## src/rtl/apb_spi_accel_sampler.sv

```systemverilog
// apb_spi_accel_sampler
//   APB3 slave that burst-reads NUM_CH channels from an SPI (mode 0)
//   accelerometer, either periodically or on a one-shot request. Each burst
//   is one frame. Frames are queued in an RX FIFO that the CPU drains
//   through the DATA_i registers.
//
//   Ports
//     pclk_i, presetn_i      clock, asynchronous active-low reset
//     paddr_i .. pstrb_i     APB3 request (zero wait states)
//     pready_o, prdata_o,    APB3 response
//     pslverr_o
//     irq_o                  IRQEN & (LEVEL >= THR | OVF)
//     ACL_MISO/MOSI/SCLK/CSN SPI master pins, SCLK idles low, CSN active low
//
//   Register map (byte offsets)
//     00 CTRL    [0]EN [1]ONESHOT(W1) [2]FIFO_CLR(W1) [3]IRQEN [12:8]THR
//     04 STATUS  [0]BUSY [1]EMPTY [2]FULL [3]OVF(W1C) [13:8]LEVEL
//     08 CLKDIV  [7:0] SCLK half period = CLKDIV+1 cycles
//     0C PERIOD  trigger period in pclk cycles, 0 disables periodic mode
//     10+4*i     DATA_i, head frame channel i (reading the last one pops)
module apb_spi_accel_sampler #(
    parameter int         NUM_CH     = 3,
    parameter int         DATA_W     = 16,
    parameter int         FIFO_DEPTH = 8,
    parameter logic [7:0] START_ADDR = 8'h0E,
    parameter int         PERIOD_W   = 24
) (
    input  logic        pclk_i,
    input  logic        presetn_i,
    input  logic [31:0] paddr_i,
    input  logic        psel_i,
    input  logic        penable_i,
    input  logic        pwrite_i,
    input  logic [31:0] pwdata_i,
    input  logic [3:0]  pstrb_i,
    output logic        pready_o,
    output logic [31:0] prdata_o,
    output logic        pslverr_o,
    output logic        irq_o,
    input  logic        ACL_MISO,
    output logic        ACL_MOSI,
    output logic        ACL_SCLK,
    output logic        ACL_CSN
);

    localparam int FRAME_W = NUM_CH * DATA_W;
    localparam int NBITS   = 8 * (2 + FRAME_W / 8);
    localparam int BW      = $clog2(NBITS);
    localparam int AW      = $clog2(FIFO_DEPTH);
    localparam int LW      = AW + 1;

    typedef enum logic [2:0] {
        S_IDLE,
        S_CS_SETUP,
        S_SHIFT,
        S_CS_HOLD,
        S_GAP
    } state_t;

    // Channel i of a frame: bytes arrive little-endian, result sign-extended.
    function automatic logic [31:0] chan_word(input logic [FRAME_W-1:0] f, input int idx);
        logic [DATA_W-1:0] raw;
        raw = '0;
        for (int b = 0; b < DATA_W / 8; b++) begin
            raw[8*b +: 8] = f[FRAME_W - 1 - 8 * (idx * (DATA_W / 8) + b) -: 8];
        end
        return {{(32 - DATA_W){raw[DATA_W-1]}}, raw};
    endfunction

    function automatic logic [31:0] merge_bytes(input logic [31:0] old_v,
                                                input logic [31:0] new_v,
                                                input logic [3:0]  strb);
        logic [31:0] r;
        r = old_v;
        for (int b = 0; b < 4; b++) begin
            if (strb[b]) r[8*b +: 8] = new_v[8*b +: 8];
        end
        return r;
    endfunction

    // Register state
    logic                en_q, irqen_q, ovf_q;
    logic [4:0]          thr_q;
    logic [7:0]          clkdiv_q;
    logic [PERIOD_W-1:0] period_q, per_cnt_q;

    // Transfer engine state
    state_t              state_q, state_nxt;
    logic [7:0]          hcnt_q, div_lat_q;
    logic [BW-1:0]       bit_cnt_q;
    logic                sclk_q, sclk_nxt, csn_q, csn_nxt;
    logic                gap_half_q, gap_half_nxt;
    logic                pending_q;
    logic [15:0]         tx_q;
    logic [FRAME_W-1:0]  rx_q;
    logic                load_frame, sample, shift_tx, bit_inc, push_req, half_tick;

    // FIFO
    logic [FRAME_W-1:0]  mem [FIFO_DEPTH];
    logic [LW-1:0]       wr_ptr_q, rd_ptr_q, level;
    logic                full, empty, do_push, do_pop;

    // APB decode
    logic                access, rd_acc, wr_acc, err;
    logic [5:0]          word, data_idx;
    logic                is_ctrl, is_stat, is_div, is_per, is_data;
    logic                ctrl_we, stat_we, div_we, per_we;
    logic                oneshot_w, clr_w, ovf_clr, pop_req;
    logic                cnt_on, per_hit, trig, busy;
    logic                unused_addr;

    assign unused_addr = ^paddr_i[31:8];

    assign access   = psel_i & penable_i;
    assign pready_o = access;
    assign rd_acc   = access & ~pwrite_i;
    assign wr_acc   = access & pwrite_i;

    assign word     = paddr_i[7:2];
    assign data_idx = word - 6'd4;
    assign is_ctrl  = (word == 6'd0);
    assign is_stat  = (word == 6'd1);
    assign is_div   = (word == 6'd2);
    assign is_per   = (word == 6'd3);
    assign is_data  = (word >= 6'd4) && (word < 6'(4 + NUM_CH));

    // STATUS only accepts a write that touches nothing but the OVF bit.
    assign err = (paddr_i[1:0] != 2'b00)
               || !(is_ctrl || is_stat || is_div || is_per || is_data)
               || (pwrite_i && is_stat && ((pwdata_i & ~32'h8) != 32'h0))
               || (pwrite_i && is_data);

    assign pslverr_o = access & err;

    assign ctrl_we   = wr_acc & ~err & is_ctrl;
    assign stat_we   = wr_acc & ~err & is_stat;
    assign div_we    = wr_acc & ~err & is_div;
    assign per_we    = wr_acc & ~err & is_per;
    assign oneshot_w = ctrl_we & pstrb_i[0] & pwdata_i[1];
    assign clr_w     = ctrl_we & pstrb_i[0] & pwdata_i[2];
    assign ovf_clr   = stat_we & pstrb_i[0] & pwdata_i[3];
    assign pop_req   = rd_acc & ~err & is_data & (data_idx == 6'(NUM_CH - 1));

    assign level = wr_ptr_q - rd_ptr_q;
    assign full  = (level == LW'(FIFO_DEPTH));
    assign empty = (level == '0);
    assign busy  = (state_q != S_IDLE);

    // A FIFO clear overrides both a push and a pop in the same cycle.
    assign do_push = push_req & ~full & ~clr_w;
    assign do_pop  = pop_req & ~empty & ~clr_w;

    assign irq_o = irqen_q & ((6'(level) >= 6'(thr_q)) | ovf_q);

    always_comb begin
        prdata_o = '0;
        if (rd_acc && !err) begin
            if (is_ctrl)      prdata_o = {19'b0, thr_q, 4'b0, irqen_q, 2'b0, en_q};
            else if (is_stat) prdata_o = {18'b0, 6'(level), 4'b0, ovf_q, full, empty, busy};
            else if (is_div)  prdata_o = {24'b0, clkdiv_q};
            else if (is_per)  prdata_o = 32'(period_q);
            else if (!empty)  prdata_o = chan_word(mem[rd_ptr_q[AW-1:0]], int'(data_idx));
        end
    end

    // Period counter: wraps and fires on PERIOD-1, so triggers are PERIOD apart.
    assign cnt_on  = en_q && (period_q != '0);
    assign per_hit = cnt_on && (per_cnt_q >= period_q - PERIOD_W'(1));
    assign trig    = per_hit | oneshot_w;

    always_ff @(posedge pclk_i or negedge presetn_i) begin
        if (!presetn_i) begin
            en_q      <= 1'b0;
            irqen_q   <= 1'b0;
            thr_q     <= '0;
            clkdiv_q  <= 8'd4;
            period_q  <= '0;
            per_cnt_q <= '0;
            ovf_q     <= 1'b0;
        end else begin
            if (ctrl_we && pstrb_i[0]) begin
                en_q    <= pwdata_i[0];
                irqen_q <= pwdata_i[3];
            end
            if (ctrl_we && pstrb_i[1]) thr_q <= pwdata_i[12:8];
            if (div_we && pstrb_i[0])  clkdiv_q <= pwdata_i[7:0];
            if (per_we) period_q <= PERIOD_W'(merge_bytes(32'(period_q), pwdata_i, pstrb_i));

            if (!cnt_on || per_hit) per_cnt_q <= '0;
            else                    per_cnt_q <= per_cnt_q + PERIOD_W'(1);

            if (push_req && full && !clr_w) ovf_q <= 1'b1;
            else if (ovf_clr)               ovf_q <= 1'b0;
        end
    end

    // Every non-idle state advances on half-period boundaries.
    assign half_tick = (hcnt_q == div_lat_q);

    always_comb begin
        state_nxt    = state_q;
        sclk_nxt     = sclk_q;
        csn_nxt      = csn_q;
        gap_half_nxt = gap_half_q;
        load_frame   = 1'b0;
        sample       = 1'b0;
        shift_tx     = 1'b0;
        bit_inc      = 1'b0;
        push_req     = 1'b0;
        case (state_q)
            S_IDLE: begin
                if (trig || pending_q) begin
                    state_nxt  = S_CS_SETUP;
                    csn_nxt    = 1'b0;
                    load_frame = 1'b1;
                end
            end
            S_CS_SETUP: begin
                if (half_tick) state_nxt = S_SHIFT;
            end
            S_SHIFT: begin
                if (half_tick) begin
                    if (!sclk_q) begin
                        sclk_nxt = 1'b1;
                        sample   = 1'b1;
                    end else begin
                        sclk_nxt = 1'b0;
                        if (bit_cnt_q == BW'(NBITS - 1)) begin
                            state_nxt = S_CS_HOLD;
                        end else begin
                            bit_inc  = 1'b1;
                            shift_tx = 1'b1;
                        end
                    end
                end
            end
            S_CS_HOLD: begin
                if (half_tick) begin
                    state_nxt    = S_GAP;
                    csn_nxt      = 1'b1;
                    push_req     = 1'b1;
                    gap_half_nxt = 1'b0;
                end
            end
            S_GAP: begin
                if (half_tick) begin
                    if (!gap_half_q) begin
                        gap_half_nxt = 1'b1;
                    end else if (pending_q) begin
                        state_nxt  = S_CS_SETUP;
                        csn_nxt    = 1'b0;
                        load_frame = 1'b1;
                    end else begin
                        state_nxt = S_IDLE;
                    end
                end
            end
            default: state_nxt = S_IDLE;
        endcase
    end

    always_ff @(posedge pclk_i or negedge presetn_i) begin
        if (!presetn_i) begin
            state_q    <= S_IDLE;
            hcnt_q     <= '0;
            div_lat_q  <= '0;
            bit_cnt_q  <= '0;
            sclk_q     <= 1'b0;
            csn_q      <= 1'b1;
            gap_half_q <= 1'b0;
            pending_q  <= 1'b0;
            tx_q       <= '0;
            wr_ptr_q   <= '0;
            rd_ptr_q   <= '0;
        end else begin
            state_q    <= state_nxt;
            sclk_q     <= sclk_nxt;
            csn_q      <= csn_nxt;
            gap_half_q <= gap_half_nxt;

            if (state_q == S_IDLE || load_frame || half_tick) hcnt_q <= '0;
            else                                              hcnt_q <= hcnt_q + 8'd1;

            // CLKDIV is latched per frame so a mid-transfer write waits.
            if (load_frame) div_lat_q <= clkdiv_q;

            if (load_frame)   bit_cnt_q <= '0;
            else if (bit_inc) bit_cnt_q <= bit_cnt_q + BW'(1);

            if (load_frame)    tx_q <= {8'h0B, START_ADDR};
            else if (shift_tx) tx_q <= {tx_q[14:0], 1'b0};

            // One trigger can be remembered while busy; extras are dropped.
            if (load_frame)             pending_q <= trig && (state_q != S_IDLE);
            else if (trig && busy)      pending_q <= 1'b1;

            if (clr_w) begin
                wr_ptr_q <= '0;
                rd_ptr_q <= '0;
            end else begin
                if (do_push) wr_ptr_q <= wr_ptr_q + LW'(1);
                if (do_pop)  rd_ptr_q <= rd_ptr_q + LW'(1);
            end
        end
    end

    // Command bits shift through the top of rx_q and fall off the end.
    always_ff @(posedge pclk_i) begin
        if (sample) rx_q <= {rx_q[FRAME_W-2:0], ACL_MISO};
        if (do_push) mem[wr_ptr_q[AW-1:0]] <= rx_q;
    end

    assign ACL_MOSI = tx_q[15];
    assign ACL_SCLK = sclk_q;
    assign ACL_CSN  = csn_q;

endmodule

```

## config.mk

```make
export PLATFORM = sky130hd
export DESIGN_NAME = apb_spi_accel_sampler
export DESIGN_NICKNAME = d
export VERILOG_FILES = /design/src/rtl/apb_spi_accel_sampler.sv
export SDC_FILE = /design/constraint.sdc
export NUM_CORES = 1
export LEC_CHECK = 0
export CORE_MARGIN = 2
export CORE_UTILIZATION = 55
export CTS_CLUSTER_SIZE = 30
export DETAILED_ROUTE_END_ITERATION = 7
export GPL_TIMING_DRIVEN = 0
export HOLD_SLACK_MARGIN = 0.02
export PLACE_DENSITY = 0.81
export SETUP_SLACK_MARGIN = 0.02
export SYNTH_ARGS = -nofsm -noshare
export SYNTH_HDL_FRONTEND = slang
export SYNTH_SLANG_ARGS = --single-unit
```

## constraint.sdc

```tcl
create_clock -name pclk_i -period 12.2 [get_ports pclk_i]
set_clock_uncertainty 0.1 [all_clocks]
set_input_delay 1.83 -clock pclk_i [delete_from_list [all_inputs] [get_ports pclk_i]]
set_output_delay 1.83 -clock pclk_i [all_outputs]
set_load 0.03 [all_outputs]
```

Word level (Yosys, flattened, before mapping)
Memory sizes are Yosys's and may differ from the RTL's.
Index checks and enable logic that the tools add are counted.
{"block": "word_totals", "ram_bits": 384, "register_bits": 165, "output_inout_bits": 38, "in_bits": 74, "elab_cells": 191, "mem_count": 1}
{"name": "mem", "depth": 8, "width": 48, "rd": 1, "rd_clocked_by_memory_dff": 0, "wr": 1, "line": "99", "rtl": "logic [FRAME_W-1:0] mem [FIFO_DEPTH];"}
{"block": "op_classes", "eq_ne": 20, "magnitude_cmp": 4, "shifts": 2, "reduce_logical": 49, "bitwise_logic": 29, "muxes": 54, "addsub": 11}
{"op": "$mux 32", "n": 6}
{"op": "$shiftx 55x11->8", "n": 1}
{"op": "$shiftx 55x12->8", "n": 1}
{"op": "$mux 16", "n": 2}
{"op": "$reduce_bool 32->1", "n": 1}
{"op": "$mux 1", "n": 26}
{"op": "$add 24x1->24 const B", "n": 1}
{"op": "$ge 24x24->1", "n": 1}
{"op": "$mux 24", "n": 1}
{"op": "$mux 3", "n": 8}
{"op": "$reduce_bool 24->1", "n": 1}
{"op": "$sub 24x1->24 const B", "n": 1}
{"op": "$and 1x1->1", "n": 22}
{"op": "$eq 6x2->1 const B", "n": 3}
{"op": "$ne 2x2->1 const B", "n": 9}
{"op": "$mux 4", "n": 4}
{"op": "$pmux 3 s5", "n": 1}
{"op": "$reduce_bool 2->1", "n": 7}
{"op": "$logic_and 1x1->1", "n": 13}
{"op": "$mux 6", "n": 2}
{"op": "$sub 6x11->12 const A", "n": 1}
{"op": "$logic_or 1x1->1", "n": 11}
{"op": "$sub 6x10->11 const A", "n": 1}
{"op": "$add 4x1->4 const B", "n": 2}
{"op": "29 further kinds", "n": 43}

Logic depth before layout (Yosys ltp)
Gate-level depths: netlist of the first run.
{"block": "logic_depth", "word_depth": 21, "ltp_mapped": 17, "depth_no_buf": 15}

Worst setup path after synthesis of the first run
No wires, ideal clock.
{"block": "synth_path", "path_kind": "input port to flip-flop", "from": "in paddr_i[2]", "to": "mem mem[2][0] (netlist bit) (enable)", "required_ns": 11.587, "path_buffers": 1, "cell_stages": 10, "t_arrival_ns": 6.803, "setup_time_ns": 0.513, "setup_slack_ns": 4.784, "cell_sequence": "clkinv_1 -> clkbuf_1 -> ha_1 -> a21boi_0 -> or3_1 -> nand4_1 -> nor2_1 -> nand4_1 -> nand3_1 -> nor3_1"}
{"block": "synth_between", "elab_chain_cells": 18, "word_cells_on_any_way": 27, "classes_between": "order compare (2); eq/ne (3); mux (2); bitwise (7); reduce/logical (13)"}
{"element": "start: declaration", "line": "30", "rtl": "input logic [31:0] paddr_i,"}
{"element": "parallel branches: the longest is 11 deep, another holds $ge 6x3->1"}
{"element": "$and 1x1->1 (*)", "line": "135", "rtl": "assign ctrl_we = wr_acc & ~err & is_ctrl;"}
{"element": "$and 1x1->1 (*) (2 in series)", "line": "140", "rtl": "assign clr_w = ctrl_we & pstrb_i[0] & pwdata_i[2];"}
{"element": "$not 1->1 (*)", "line": "150", "rtl": "assign do_push = push_req & ~full & ~clr_w;"}
{"element": "$and 1x1->1 (*)", "line": "150"}
{"element": "$mux 1 (*)", "line": "310", "rtl": "if (do_push) mem[wr_ptr_q[AW-1:0]] <= rx_q;"}
{"element": "$mux 1 (implied by the code) (*)", "line": "310"}
{"element": "end: declaration", "line": "99"}
Every way passes the cells marked *.

Worst setup path after layout of the first run
{"block": "layout_path", "from": "in paddr_i[2]", "to": "out prdata_o[9]"}
{"block": "layout_between", "elab_chain_cells": 12, "word_cells_on_any_way": 30, "classes_between": "add/sub (3); order compare (2); eq/ne (3); shift (1); mux (6); reduce/logical (15)"}
{"element": "parallel branches: the longest is 11 deep, another holds $sub 6x11->12"}
{"element": "$mux 32 (*)", "line": "157", "rtl": "if (rd_acc && !err) begin"}
{"element": "end: declaration", "line": "37", "rtl": "output logic [31:0] prdata_o,"}
Marked as above.

==> results of run 1 <==
==> power breakdown <==
part,internal (W),switching (W),leakage (nW)
clock network,0.000947,0.000710,0.858
registers,0.00230,0.000152,5.44
logic,0.000174,0.000288,3.24
total,0.00342,0.00115,9.54
==> registers in the layout (all words and copies together) (netlist names) <==
name / flops
en_q: 1
rd_ptr_q: 4
thr_q: 5
ovf_q: 1
div_lat_q: 8
tx_q: 15
clkdiv_q: 8
gap_half_q: 1
state_q: 3
per_cnt_q: 24
ACL_CSN: 1
irqen_q: 1
bit_cnt_q: 6
rx_q: 48
mem: 384
wr_ptr_q: 4
period_q: 24
pending_q: 1
hcnt_q: 8
ACL_SCLK: 1
==> layout make-up <==
| cell class | instances | area, sq um | area share |
|---|---|---|---|
| flip-flops and latches | 548 | 15880 | 0.5869 |
| multi-input cells | 772 | 6970 | 0.2576 |
| clock buffers | 63 | 1393 | 0.05147 |
| repair buffers | 117 | 1375 | 0.05083 |
| well taps | 539 | 674.4 | 0.02493 |
| clock inverters | 34 | 376.6 | 0.01392 |
| plain buffers | 63 | 290.3 | 0.01073 |
| inverters | 26 | 97.59 | 0.003607 |
==> worst max-delay path, stage by stage <==
cell and delay, ps:
clkdlybuf4s50_1 760, clkinv_1 360, clkbuf_1 390, ha_1 600, clkbuf_1 630, clkbuf_1 530
a21oi_1 140, a311oi_1 520, a221oi_1 180, a211oi_1 340, clkdlybuf4s50_1 750
==> per-stage QoR <==
| step | util | instances | TNS [ps] | setup slack [ps] |
|---|---|---|---|---|
| finish | 0.6479 | 2162 | 0 | 3220 |
| global route | 0.6479 | 2162 | 0 | 3152 |
| CTS | 0.6479 | 2162 | 0 | 3361 |
| detailed placement | 0.6055 | 2065 | 0 | 3409 |
| global placement | 0.5916 | 2034 | -6096 | -81.05 |
| floorplan | - | 1409 | 0 | 4784 |
==> placed cells by master, fill, tap and decap left out, drive strengths merged, types with 10 or more instances in the layout <==
master,instances
xnor2,41
and2,10
clkbuf,99
and3,11
o21ai,35
nor2,96
mux2,45
a21oi,41
buf,59
ha,45
xor2,32
mux4,107
nor4,14
nor3,23
dfrtp,114
a211oi,10
mux2i,16
a21o,15
edfxtp,432
inv,27
nand2,104
clkinv,23
clkdlybuf4s50,85
nand3,30
nand4,17
==> path summary, 6_finish.rpt <==
check	start	to	slack (ps)	depth (start not counted)
max	paddr_i[2]	prdata_o[9]	3220	11
min	tx_q[1]	tx_q[1]	390	1
max reg2reg	rd_ptr_q[2]	mem[3][33]	6280	13
min reg2reg	tx_q[1]	tx_q[1]	390	1
max in group asynchronous	presetn_i	ACL_CSN	10240	2
min in group asynchronous	presetn_i	per_cnt_q[15]	1000	1
==> kinds of logic (layout without fill, tap and decap cells) <==
kind of cell | count (synthesis) | count (layout) | share of synthesized area
compound gates | 147 | 147 | 0.04217
buf+inv | 89 | 303 | 0.01674
mux | 168 | 168 | 0.1333
simple gates | 338 | 338 | 0.06982
xor+xnor | 73 | 73 | 0.02759
flops | 548 | 548 | 0.6852
fa+ha+maj | 46 | 46 | 0.02516
==> Yosys cell counts, types with 3 or more instances <==
master and instances:
buf_4 7, nand2b_1 5, a211oi_1 10, nor3_1 23, ha_1 45, buf_1 8
mux2_2 42, xor2_1 32, a21oi_2 3, a31oi_1 4, or2_2 3, mux4_2 107
nand3b_1 3, a221oi_1 7, or3_1 3, nor4_1 13, a311oi_1 6, inv_1 25
a21oi_1 38, nand2_1 104, clkbuf_1 36, nand4_1 17, edfxtp_1 432, mux2i_1 16
nor2_1 95, and2_1 9, mux2_4 3, xnor2_1 41, o21ai_0 35, and3_1 11
and4_1 4, nand3_1 30, dfrtp_1 114, a22o_1 3, a21o_1 15, nor3b_1 3
buf_2 10, a22oi_1 4, or4_1 3
==> layer usage <==
layer,routed length [microns],GRT usage,share of wire,vias up
met1,21330,0.3444,0.39,6909
li1,-,-,-,5817
met5,41,0,0.00075,-
met3,4537,0.04309,0.083,110
met4,1384,0.07685,0.025,6
met2,27250,0.4285,0.50,686
==> reports/metrics.csv, run 1 <==
metric,value,unit
Post-synth top flop,edfxtp_1,
initial antenna violation count,3,
Worst EP required,10270,ps
postcts setup bufs,0,
largest fanout on the critical path,11,
number of endpoints failing setup at the final stage,0,
hpwl dp,36.19,mm
port buffer count,86,
DRC violations left,0,
finished layout cell area,0.02705,sq mm
distinct cell type count after synthesis,69,
max cap viols,0,
Pwr Density,168.9,mW/mm^2
P&R area growth vs syn,16.76,%
RSZ-0062 raised after global routing,no,
Synth top area share,0.5599,
"Clk pin slew, worst setup/hold paths",60,ps
GP Congestion,0.9704,
Die X,209.3,microns
WHS,391.5,ps
clk_lat worst skew,600,ps
kind of critical path,in2out,
Core Box Area,0.04176,sq mm
Final Critical Period,8980,ps
vias in the first global route,13896,
Synth Instances,1409,
fin nets,1700,
# IOs,112,
leading area contributor after synthesis,edfxtp_1,
Crit path arrival time,7050,ps
TritonCTS clock tree,yes,
fmax,111.4,MHz
Vias,13528,
TritonCTS Buffers,52,
Post-Syn Nets,1529,
Post-synth EDFFs,432,
GRT Total Usage,0.2543,
clk sink count,548,
total die area,0.04379,sq mm
pin count of the biggest net entering global routing,93,
post-synthesis register bit count,548,
Leak Pwr,9.540,nW
Via density,6.257,
CP endpoint kind,output port,
asr flop ratio synth,0.2117,
H-Tree Depth,2,
Worst Max-Slew Pin Slew,1021,ps
post-cts sizing count,0,
"Seq/Total Area, Yosys",0.6852,
Power Total,0.004568,W
relative slew slack,0.3096,
hold_buf cts,0,
Routed Antenna Nets,0,
Layout fillers,2815,
Post-Route WL,54.55,mm
final hold vios,0,
Startpoint Class,input port,
number of diodes,0,
layout cells sized above 1,0.1904,
Area contributors post-synth,"edfxtp_1 56%, dfrtp_1 12%, mux4_2 10%",
clock buffer depth,3,
row cnt,75,
Placed Area,0.02529,sq mm
"Slew Viols, Final",0,
Root Buffer Master,clkbuf_16,
maximum VDD drop,143.5,uV
Post-Syn Area,0.02317,sq mm
DR pass1 iterations,5,
Worst Hold Class,reg2reg,
grt ovf,0,
Starting Density,0.5549,
chip height,209.3,microns
Iteration-0 DRC Markers,1445,
global-route wire length before repair,83.43,mm
syn_area_per_cell,16.44,sq um
status,"complete, no violations",
WL per Instance,25.23,microns
Syn. warnings,0,
Final Cycle Share,0.7361,
No activity file was read; power rests on OpenSTA's default activity.
==> run 2: changes to the inputs <==
==> constraint.sdc (replaced) <==
create_clock -name pclk_i -period 8.9 [get_ports pclk_i]
set_clock_uncertainty 0.1 [all_clocks]
set_input_delay 1.335 -clock pclk_i [delete_from_list [all_inputs] [get_ports pclk_i]]
set_output_delay 1.335 -clock pclk_i [all_outputs]
set_load 0.03 [all_outputs]
==> results of run 2 <==
The final DEF is identical to that of run 1. Status: complete, no violations.
Among the figures that moved: setup slack after placement 3409 ps -> 1099 ps; setup slack after layout 3220 ps -> 910.2 ps; register-to-register setup slack 6280 ps -> 2980 ps; total power 0.004568 W -> 0.006262 W; worst IR drop on VDD 143.5 uV -> 196.7 uV
